**src/rtl/ram_refresh_sched_if.sv**
```systemverilog
`default_nettype none
// ============================================================================
//  Module      : ram_refresh_sched_if
//  Description : Handshake bundle between the refresh scheduler and the RAM
//                sequencer.
//                  en           - refresh timing enable (post-init gate)
//                  ref_ack      - 1-cycle pulse, sequencer entered refresh RAS
//                  ref_req      - a refresh is owed
//                  ref_urg      - refresh overdue
//                  ref_debt     - current owed-refresh count
//                  ref_overflow - sticky, a due event hit a saturated debt
//                master = scheduler side, slave = sequencer side.
//  Revision    : 1.0  initial release
// ============================================================================
interface ram_refresh_sched_if #(
    parameter int DEBTW = 3
);
    logic             en;
    logic             ref_ack;
    logic             ref_req;
    logic             ref_urg;
    logic [DEBTW-1:0] ref_debt;
    logic             ref_overflow;

    modport master (
        input  en,
        input  ref_ack,
        output ref_req,
        output ref_urg,
        output ref_debt,
        output ref_overflow
    );

    modport slave (
        output en,
        output ref_ack,
        input  ref_req,
        input  ref_urg,
        input  ref_debt,
        input  ref_overflow
    );
endinterface
`default_nettype wire

```
**src/rtl/ram_refresh_sched.sv**
```systemverilog
`default_nettype none
// ============================================================================
//  Module      : ram_refresh_sched
//  Description : DRAM refresh scheduler. A prescaler and interval counter
//                produce a periodic due event; owed refreshes accumulate in a
//                saturating debt counter that is retired by the sequencer's
//                refresh acknowledge. ref_req/ref_urg are registered from the
//                next-state debt so they move on the same edge as ref_debt.
//  Ports       : clk  - system clock
//                rst  - asynchronous reset, active-high
//                bus  - ram_refresh_sched_if.master (en, ref_ack in;
//                       ref_req, ref_urg, ref_debt, ref_overflow out)
//  Options     : REF_AGE_URG_EN - when defined, an age counter also raises
//                ref_urg once a request has waited URG_AGE cycles.
//  Revision    : 1.0  initial release
// ============================================================================
module ram_refresh_sched #(
    parameter int PRESCALE   = 8,
    parameter int INTERVAL   = 48,
    parameter int DEBT_MAX   = 7,
    parameter int DEBTW      = 3,
    parameter int URG_THRESH = 2,
    parameter int URG_AGE    = 256
) (
    input  logic                 clk,
    input  logic                 rst,
    ram_refresh_sched_if.master  bus
);

    localparam int PREW = (PRESCALE > 1) ? $clog2(PRESCALE) : 1;
    localparam int INTW = (INTERVAL > 1) ? $clog2(INTERVAL) : 1;

    localparam logic [PREW-1:0]  PRE_LAST = PREW'(PRESCALE - 1);
    localparam logic [INTW-1:0]  INT_LAST = INTW'(INTERVAL - 1);
    localparam logic [DEBTW-1:0] DEBT_SAT = DEBTW'(DEBT_MAX);
    localparam logic [DEBTW-1:0] DEBT_URG = DEBTW'(URG_THRESH);

    // Elaboration-time parameter sanity checks.
    if (PRESCALE < 1 || INTERVAL < 1) begin : g_chk_timing
        $error("ram_refresh_sched: PRESCALE and INTERVAL must be >= 1");
    end
    if (DEBT_MAX < 1 || DEBT_MAX > (2**DEBTW - 1)) begin : g_chk_debt
        $error("ram_refresh_sched: DEBT_MAX out of range for DEBTW");
    end
    if (URG_THRESH < 1 || URG_THRESH > DEBT_MAX) begin : g_chk_thresh
        $error("ram_refresh_sched: URG_THRESH must be in 1..DEBT_MAX");
    end
    if (URG_AGE < 1) begin : g_chk_age
        $error("ram_refresh_sched: URG_AGE must be >= 1");
    end

    typedef enum logic [1:0] {
        ST_IDLE = 2'd0,
        ST_PEND = 2'd1,
        ST_URG  = 2'd2
    } state_t;

    // ------------------------------------------------------------------------
    // Tick / due timing. Both counters freeze (hold value) while en=0 so an
    // interrupted interval resumes where it left off.
    // ------------------------------------------------------------------------
    logic [PREW-1:0] r_pre;
    logic [INTW-1:0] r_int;
    logic            w_tick;
    logic            w_due;

    assign w_tick = bus.en && (r_pre == PRE_LAST);
    assign w_due  = w_tick && (r_int == INT_LAST);

    always_ff @(posedge clk or posedge rst) begin
        if (rst) begin
            r_pre <= '0;
            r_int <= '0;
        end else if (bus.en) begin
            r_pre <= w_tick ? '0 : r_pre + 1'b1;
            if (w_tick) begin
                r_int <= (r_int == INT_LAST) ? '0 : r_int + 1'b1;
            end
        end
    end

    // ------------------------------------------------------------------------
    // Debt counter and state. The state is a classification of the debt, so
    // registering it from debt_next makes ref_req/ref_urg change on the same
    // edge as ref_debt.
    // ------------------------------------------------------------------------
    logic [DEBTW-1:0] r_debt;
    logic [DEBTW-1:0] w_debt_next;
    logic             w_ovf_set;
    logic             r_overflow;
    state_t           r_state;
    state_t           w_state_next;

    always_ff @(posedge clk or posedge rst) begin
        if (rst) begin
            r_state    <= ST_IDLE;
            r_debt     <= '0;
            r_overflow <= 1'b0;
        end else begin
            r_state    <= w_state_next;
            r_debt     <= w_debt_next;
            r_overflow <= r_overflow | w_ovf_set;
        end
    end

    always_comb begin
        w_debt_next  = r_debt;
        w_ovf_set    = 1'b0;
        w_state_next = r_state;

        unique case ({w_due, bus.ref_ack})
            2'b10: begin
                if (r_debt == DEBT_SAT) begin
                    w_ovf_set = 1'b1;
                end else begin
                    w_debt_next = r_debt + 1'b1;
                end
            end
            2'b01: begin
                // An acknowledge with nothing owed is ignored.
                if (r_debt != '0) begin
                    w_debt_next = r_debt - 1'b1;
                end
            end
            // Due and ack together cancel: no change, no overflow flag.
            default: w_debt_next = r_debt;
        endcase

        if (w_debt_next == '0) begin
            w_state_next = ST_IDLE;
        end else if (w_debt_next >= DEBT_URG) begin
            w_state_next = ST_URG;
        end else begin
            w_state_next = ST_PEND;
        end
    end

    assign bus.ref_req      = (r_state != ST_IDLE);
    assign bus.ref_debt     = r_debt;
    assign bus.ref_overflow = r_overflow;

`ifdef REF_AGE_URG_EN
    // ------------------------------------------------------------------------
    // Request age. Counts every cycle that debt is owed, saturating at
    // URG_AGE-1; the urgent flag is registered from the saturated age and is
    // suppressed on the edge that retires or empties the debt.
    // ------------------------------------------------------------------------
    localparam int              AGEW     = (URG_AGE > 1) ? $clog2(URG_AGE) : 1;
    localparam logic [AGEW-1:0] AGE_LAST = AGEW'(URG_AGE - 1);

    logic [AGEW-1:0] r_age;
    logic [AGEW-1:0] w_age_next;
    logic            r_age_urg;
    logic            w_age_urg_next;

    always_comb begin
        w_age_next = r_age;
        if (bus.ref_ack || (w_debt_next == '0)) begin
            w_age_next = '0;
        end else if ((r_debt != '0) && (r_age != AGE_LAST)) begin
            w_age_next = r_age + 1'b1;
        end
        w_age_urg_next = (r_age == AGE_LAST) && !bus.ref_ack && (w_debt_next != '0);
    end

    always_ff @(posedge clk or posedge rst) begin
        if (rst) begin
            r_age     <= '0;
            r_age_urg <= 1'b0;
        end else begin
            r_age     <= w_age_next;
            r_age_urg <= w_age_urg_next;
        end
    end

    assign bus.ref_urg = (r_state == ST_URG) || r_age_urg;
`else
    assign bus.ref_urg = (r_state == ST_URG);
`endif

endmodule
`default_nettype wire
```
**src/flat_wrapper.sv**
```systemverilog
// flat-port wrapper written by rule: the top's interface ports become plain ports
module ram_refresh_sched_flat 
#(
    parameter int PRESCALE   = 8,
    parameter int INTERVAL   = 48,
    parameter int DEBT_MAX   = 7,
    parameter int DEBTW      = 3,
    parameter int URG_THRESH = 2,
    parameter int URG_AGE    = 256
)
  (clk, rst, bus_en, bus_ref_ack, bus_ref_req, bus_ref_urg, bus_ref_debt, bus_ref_overflow);
  ram_refresh_sched_if #(.DEBTW(DEBTW)) bus_i ();
  input  logic clk;
  input  logic rst;
  input wire logic [$bits(bus_i.en)-1:0] bus_en;
  input wire logic [$bits(bus_i.ref_ack)-1:0] bus_ref_ack;
  output wire logic [$bits(bus_i.ref_req)-1:0] bus_ref_req;
  output wire logic [$bits(bus_i.ref_urg)-1:0] bus_ref_urg;
  output wire logic [$bits(bus_i.ref_debt)-1:0] bus_ref_debt;
  output wire logic [$bits(bus_i.ref_overflow)-1:0] bus_ref_overflow;
  assign bus_i.en = bus_en;
  assign bus_i.ref_ack = bus_ref_ack;
  assign bus_ref_req = bus_i.ref_req;
  assign bus_ref_urg = bus_i.ref_urg;
  assign bus_ref_debt = bus_i.ref_debt;
  assign bus_ref_overflow = bus_i.ref_overflow;
  ram_refresh_sched #(.PRESCALE(PRESCALE), .INTERVAL(INTERVAL), .DEBT_MAX(DEBT_MAX), .DEBTW(DEBTW), .URG_THRESH(URG_THRESH), .URG_AGE(URG_AGE)) u_core (.clk(clk), .rst(rst), .bus(bus_i));
endmodule
```
**config.mk**
```make
export PLATFORM = sky130hd
export DESIGN_NAME = ram_refresh_sched_flat
export DESIGN_NICKNAME = d
export VERILOG_FILES = /design/src/rtl/ram_refresh_sched_if.sv /design/src/rtl/ram_refresh_sched.sv /design/src/flat_wrapper.sv
export SDC_FILE = /design/constraint.sdc
export NUM_CORES = 1
export LEC_CHECK = 0
export BUFFER_PORTS_ARGS = -buffer_cell sky130_fd_sc_hd__buf_2
export CAP_MARGIN = 15
export CORE_MARGIN = 2
export CORE_UTILIZATION = 45
export DETAILED_ROUTE_END_ITERATION = 6
export GPL_ROUTABILITY_DRIVEN = 0
export SLEW_MARGIN = 20
export SYNTH_ARGS = -nofsm -noshare
export SYNTH_HDL_FRONTEND = slang
export SYNTH_SLANG_ARGS = --single-unit
```
**constraint.sdc**
```tcl
create_clock -name clk -period 4.8 [get_ports clk]
set_clock_uncertainty 0.15 [all_clocks]
set_input_delay 0.48 -clock clk [delete_from_list [all_inputs] [get_ports clk]]
set_output_delay 0.48 -clock clk [all_outputs]
set_load 0.05 [all_outputs]
```
==> impl_metrics.ini, run 1 <==
[critical_path]
worstPathArrival_ps = 2710
cp.required_ps = 4840
reg2reg_from = u_core.r_pre[0]
end_kind = flip-flop
critPathLaunchType = flip-flop
critPathKind = flip-flop to flip-flop
reg2reg_to = u_core.r_state[1]
critPathMaxFanout = 6
critPathLaunch = u_core.r_pre[0]
r2r_setup_slack_ps = 2130
r2r_cells = 10

[logic_synthesis]
syn-cell-area_um2 = 834.6
synth_area_leaders = dfrtp_1, ha_1, nand2_1
yosysTopAreaCellShare = 0.4498
synthTopCellsByCount = dfrtp_1, nand2_1, ha_1, inv_1, nor2_1
synth_compound_area_frac = 0.1334
yosysWarnings = 0
synth_fa_ha_area_frac = 0.1199
yosysMostFrequentCell = dfrtp_1
syn_nets = 95
ys_seq_elements = 15
yosys.area_share.simple = 0.2234
synth_edf_count = 0
synth_top_family_by_area = simple AND/OR/NAND/NOR gates
ys.flop_type = dfrtp_1
ys_seq_area_frac = 0.4498
avgSynthCellArea_um2 = 10.05
synth_top_area_cell = dfrtp_1
async_flop_share = 1.000
syn_inst = 83
ys_types = 31
muxShareOfSynthArea = 0.02699
synth_xor_area_frac = 0.01049

[grt]
grt_pass1_wl_um = 2277
grt_overflow = 0
grt_pass1_vias = 537
track_usage = 0.1520
grt_max_degree = 16
grt_antenna_before_repair = 0

[route]
drtPass1Iterations = 4
ant_nets = 0
wl_um = 1329
drcViolationCount = 0
vias_per_cell = 4.934
vias = 597
drt_iter0_drc = 3
avgRoutedWirePerCell_um = 10.98

[floorplan]
die_h_um = 47.07
start_util = 0.4833
coreArea_um2 = 1727
die_area_um2 = 2215
rows = 15
fp.dieW_um = 47.07
io_pins = 10

[clock_network]
cts_resized = 0
htree_levels = 1
hold_buffers = 0
cts_root_buf = clkbuf_4
post_cts_buffers = 0
clock-sinks = 15
cts.clk_slew.worst_paths_ps = 100
cts_tree = yes
clk_latency_ps = 300
cts_made_buffers = 3
cts.path.max_buffers = 2

[sta]
relSlewSlack = 0.6219
rsz0062_at_grt = no
maxSlewViolCount = 0
post-route-period-util = 0.5557
fin_ws_ps = 2133
fin_setup_tns_ps = 0
hold_viol = 0
timing.fmax_mhz = 374.9
tightest_slew_ps = 566.5
setup_viol = 0
period_needed_ps = 2667

[pwr]
power.internal_uw = 213.9
leakage_uw = 0.0005072
p_comb_frac = 0.204
switching_share = 0.2996
p_per_area_nw_per_um2 = 324.6
power_frac_clock = 0.248
switchingPower_uw = 91.50
seqPwrFrac = 0.548
vdd_ir_drop_max_v = 0.0002563

[placed_design]
portBuffers = 9
dp_hpwl_um = 1064
pre_cts_slack_ps = 2137

[final_layout]
n_antenna_cell = 0
drive_gt1_frac = 0.2083
syn_to_final_growth_pct = 12.74
num-nets-final = 109

[outcome]
outcome = finished, final reports clean

[job]
drv_cap = 0

[hold_path]
hp-class = input pin to asynchronous set/reset pin
## metrics by stage
| stage | cells | total power [uW] | util | area, um^2 | hold WS (ps) |
|---|---|---|---|---|---|
| 2_1_floorplan | 83 | 216.9 | - | 834.6 | 231.5 |
| 3_3_place_gp | 117 | 229.9 | 0.5275 | 910.9 | 293.5 |
| 3_5_place_dp | 117 | 234.1 | 0.5275 | 910.9 | 301.4 |
| 4_1_cts | 121 | 311.1 | 0.5449 | 940.9 | 83.95 |
| 5_1_grt | 121 | 330.8 | 0.5449 | 940.9 | 113.1 |
| 6_report | 121 | 305.4 | 0.5449 | 940.9 | 68.15 |
## cells by family after synthesis
| logic type | after synthesis |
|---|---|
| AO/OA/AOI/OAI | 15 |
| XOR/XNOR | 1 |
| adder cells (fa/ha/maj) | 8 |
| buffers and inverters | 8 |
| flip-flops | 15 |
| multiplexers | 2 |
| AND/OR/NAND/NOR | 34 |
## layer usage
layer | vias to the layer above | wire length [um] | global-route usage
met4 | 0 | 29 | 0.06667
met5 | - | 0 | 0
met1 | 273 | 665 | 0.1962
met3 | 4 | 44 | 0.05769
met2 | 8 | 589 | 0.2274
li1 | 312 | - | -
## cell type report
class	instances	area, um^2
Fill cell	165	785.8
Multi-Input combinational cell	60	429.2
Sequential cell	15	375.4
Timing Repair Buffer	9	45.04
Tap cell	25	31.28
Inverter	8	30.03
Clock buffer	3	22.52
Clock inverter	1	7.507
## power groups by stage
stage | clock [uW] | combinational (uW) | sequential (uW)
2_1_floorplan | 0 | 51.1 | 166
3_3_place_gp | 0 | 60.7 | 169
3_5_place_dp | 0 | 64.0 | 170
4_1_cts | 79.8 | 64.1 | 167
5_1_grt | 84.1 | 75.7 | 171
6_report | 75.6 | 62.4 | 167
## flip-flops by register name, indices dropped and copies added (netlist names)
register	flops
u_core.r_int	6
u_core.bus.ref_debt	3
u_core.r_pre	3
u_core.bus.ref_overflow	1
u_core.r_state	2
## worst max path at each step
stage,end,depth (start not counted)
final,u_core.r_state[1],10
after global routing,u_core.r_state[1],10
after CTS,u_core.r_state[1],10
after detailed placement,u_core.r_state[1],10
after global placement,u_core.r_state[1],10
after floorplan,u_core.r_state[1],10
## critical path, stage by stage, from the launching register on
cell	delay (ps)
dfrtp_1	410
ha_1	210
ha_1	230
and2_1	230
nand2_1	110
inv_1	50
ha_1	330
inv_1	90
o211ai_1	110
a221o_1	420
or2_1	230
## placed cells by master (no fill, tap or decap)
cell and instances:
and2_0 1, o22ai_1 2, or2_2 1, o21ai_0 3, o211ai_1 1, o21ai_1 2, dfrtp_1 15, a221o_1 1
or4_1 1, mux2_2 2, buf_2 9, and2_1 1, nand2b_1 1, nor3b_2 1, clkinvlp_4 1, nand2b_4 1
nor2_1 5, inv_1 8, xnor2_1 1, a22o_1 2, a211oi_2 1, and3_1 2, nor3_1 1, a211o_1 1
or2_1 1, clkbuf_4 3, nor2b_1 3, nand3_1 3, ha_1 8, nand4_1 1, nand2_1 10, a21bo_2 1
nor3b_1 1, a21o_1 1
Power figures use the tool's default switching activity.
==> run 2: changes to the inputs <==
==> constraint.sdc (replaced) <==
create_clock -name clk -period 2.5 [get_ports clk]
set_clock_uncertainty 0.15 [all_clocks]
set_input_delay 0.25 -clock clk [delete_from_list [all_inputs] [get_ports clk]]
set_output_delay 0.25 -clock clk [all_outputs]
set_load 0.05 [all_outputs]
==> run 2 against run 1 <==
Clock-buffer cell count up 1. Largest power group unchanged. Critical path depth unchanged. Setup slack worse by 2000 ps. Worst hold slack better by 28 ps.
==> impl_metrics.ini, run 2 (synthesized netlist as in run 1, its figures left out) <==
[outcome]
outcome = finished, final reports clean

[clock_network]
cts_root_buf = clkbuf_4
clock-sinks = 15
cts.clk_slew.worst_paths_ps = 90
clk_latency_ps = 280
cts_tree = yes
htree_levels = 1
cts.path.max_buffers = 2
cts_made_buffers = 3

[pwr]
power_frac_clock = 0.234
switching_share = 0.2873
seqPwrFrac = 0.530
switchingPower_uw = 173.1
vdd_ir_drop_max_v = 0.0004701
leakage_uw = 0.0005454
p_comb_frac = 0.235
power.internal_uw = 429.5
p_per_area_nw_per_um2 = 604.4
fin_total_pwr_uw = 602.7

[route]
wl_um = 1435
drtPass1Iterations = 4
wl_met3_um = 40
avgRoutedWirePerCell_um = 11.21
dr.max_layer_used = met4
ant_nets = 0
vias_per_cell = 4.922
drcViolationCount = 0
drt_iter0_drc = 2
drt-met1-wl_um = 751
met2WireLength_um = 615
vias = 630

[floorplan]
coreArea_um2 = 1727
rows = 15
fp.dieW_um = 47.07
die_h_um = 47.07
io_pins = 10
start_util = 0.4833
die_area_um2 = 2215

[grt]
grt_antenna_before_repair = 0
track_usage = 0.1568
grt_pass1_wl_um = 2387
grt_overflow = 0
grt_pass1_vias = 601
grt_max_degree = 16

[final_layout]
largest_reg_flops = 6
top_register = u_core.r_int
fillerInstances = 170
drive_gt1_frac = 0.2621
fin_area_um2 = 997.2
final_common_cell = dfrtp_1
syn_to_final_growth_pct = 19.49
final_cell_mix = dfrtp_1, nand2_1, buf_2, inv_1, ha_1
n_antenna_cell = 0
num-nets-final = 116

[sta]
fin_hold_ws_ps = 96.09
tightest_slew_ps = 581.4
post-route-period-util = 0.9502
fin_ws_ps = 124.6
relSlewSlack = 0.6120
timing.fmax_mhz = 421.0
setup_viol = 0
maxSlewViolCount = 0
hold_viol = 0
fin_setup_tns_ps = 0
period_needed_ps = 2375

[critical_path]
r2r_setup_slack_ps = 120
critPathLaunchType = flip-flop
critPathKind = flip-flop to flip-flop
worstPathArrival_ps = 2400
end_kind = flip-flop
path_cells = ha_1, ha_1, and2_4, nand2_2, inv_1, ha_1, inv_1, o211ai_1, a221o_1, or2_1
cp.required_ps = 2530
critPathMaxStageDelay_ps = 400
slowest_stage = dfrtp_1
critPathMaxFanout = 3
crit_top_cell = ha_1

[placed_design]
postPlaceCellArea_um2 = 940.9
portBuffers = 9
dp_hpwl_um = 1072
pre_cts_slack_ps = 75.09

[hold_path]
hp-class = input pin to flip-flop

[job]
drv_cap = 0
run 2: critical path: cells and delay by family, from the launching register on:
family                     cells  cell delay, ps
adders and majority gates      3             680
DFF                            1             400
buffers and inverters          2             110
and+or+nand+nor                3             440
AOI/OAI and AO/OA              2             480
run 2: worst paths after layout:
kind	to	from	depth (start not counted)
max	u_core.r_state[1]	u_core.r_pre[0]	10
max in group asynchronous	u_core.r_pre[1]	rst	3
min in group asynchronous	u_core.r_pre[2]	rst	3
max reg2reg	u_core.r_state[1]	u_core.r_pre[0]	10
min	u_core.r_pre[1]	bus_en	2
min reg2reg	u_core.bus.ref_overflow	u_core.bus.ref_overflow	1
run 2: through the flow:
step,utilization,instances
after global routing,0.5775,128
final,0.5775,128
after floorplan,-,83
after global placement,0.5449,121
after CTS,0.5659,126
after detailed placement,0.5449,121
run 2: final cells by class:
cell class	instances	area (um^2)	area share
multi-input cells	60	434.2	0.4354
flip-flops and latches	15	375.4	0.3764
repair buffers	16	100.1	0.1004
well taps	25	31.28	0.03137
inverters	8	30.03	0.03011
clock buffers	4	26.28	0.02635
run 2: power by group through the flow:
stage / registers [uW] / logic, uW / clock network [uW]
global route: 327 / 167 / 154
finish: 320 / 142 / 141
detailed placement: 326 / 127 / 0
CTS: 321 / 128 / 146
global placement: 324 / 124 / 0
floorplan: 318 / 98.2 / 0
run 2: repair_timing:
item / in CTS / in global routing
buffers inserted: 0 / 2
resized for setup: 0 / 3
hold buffers: 1 / 0
hold endpoints to repair: 15 / 0
setup endpoints to repair: 0 / 2
run 2: per-layer routing:
metal	track usage	vias to the layer above
met5	0	-
met3	0.03846	4
met2	0.2438	10
li1	-	327
met4	0.08333	0
met1	0.2010	289
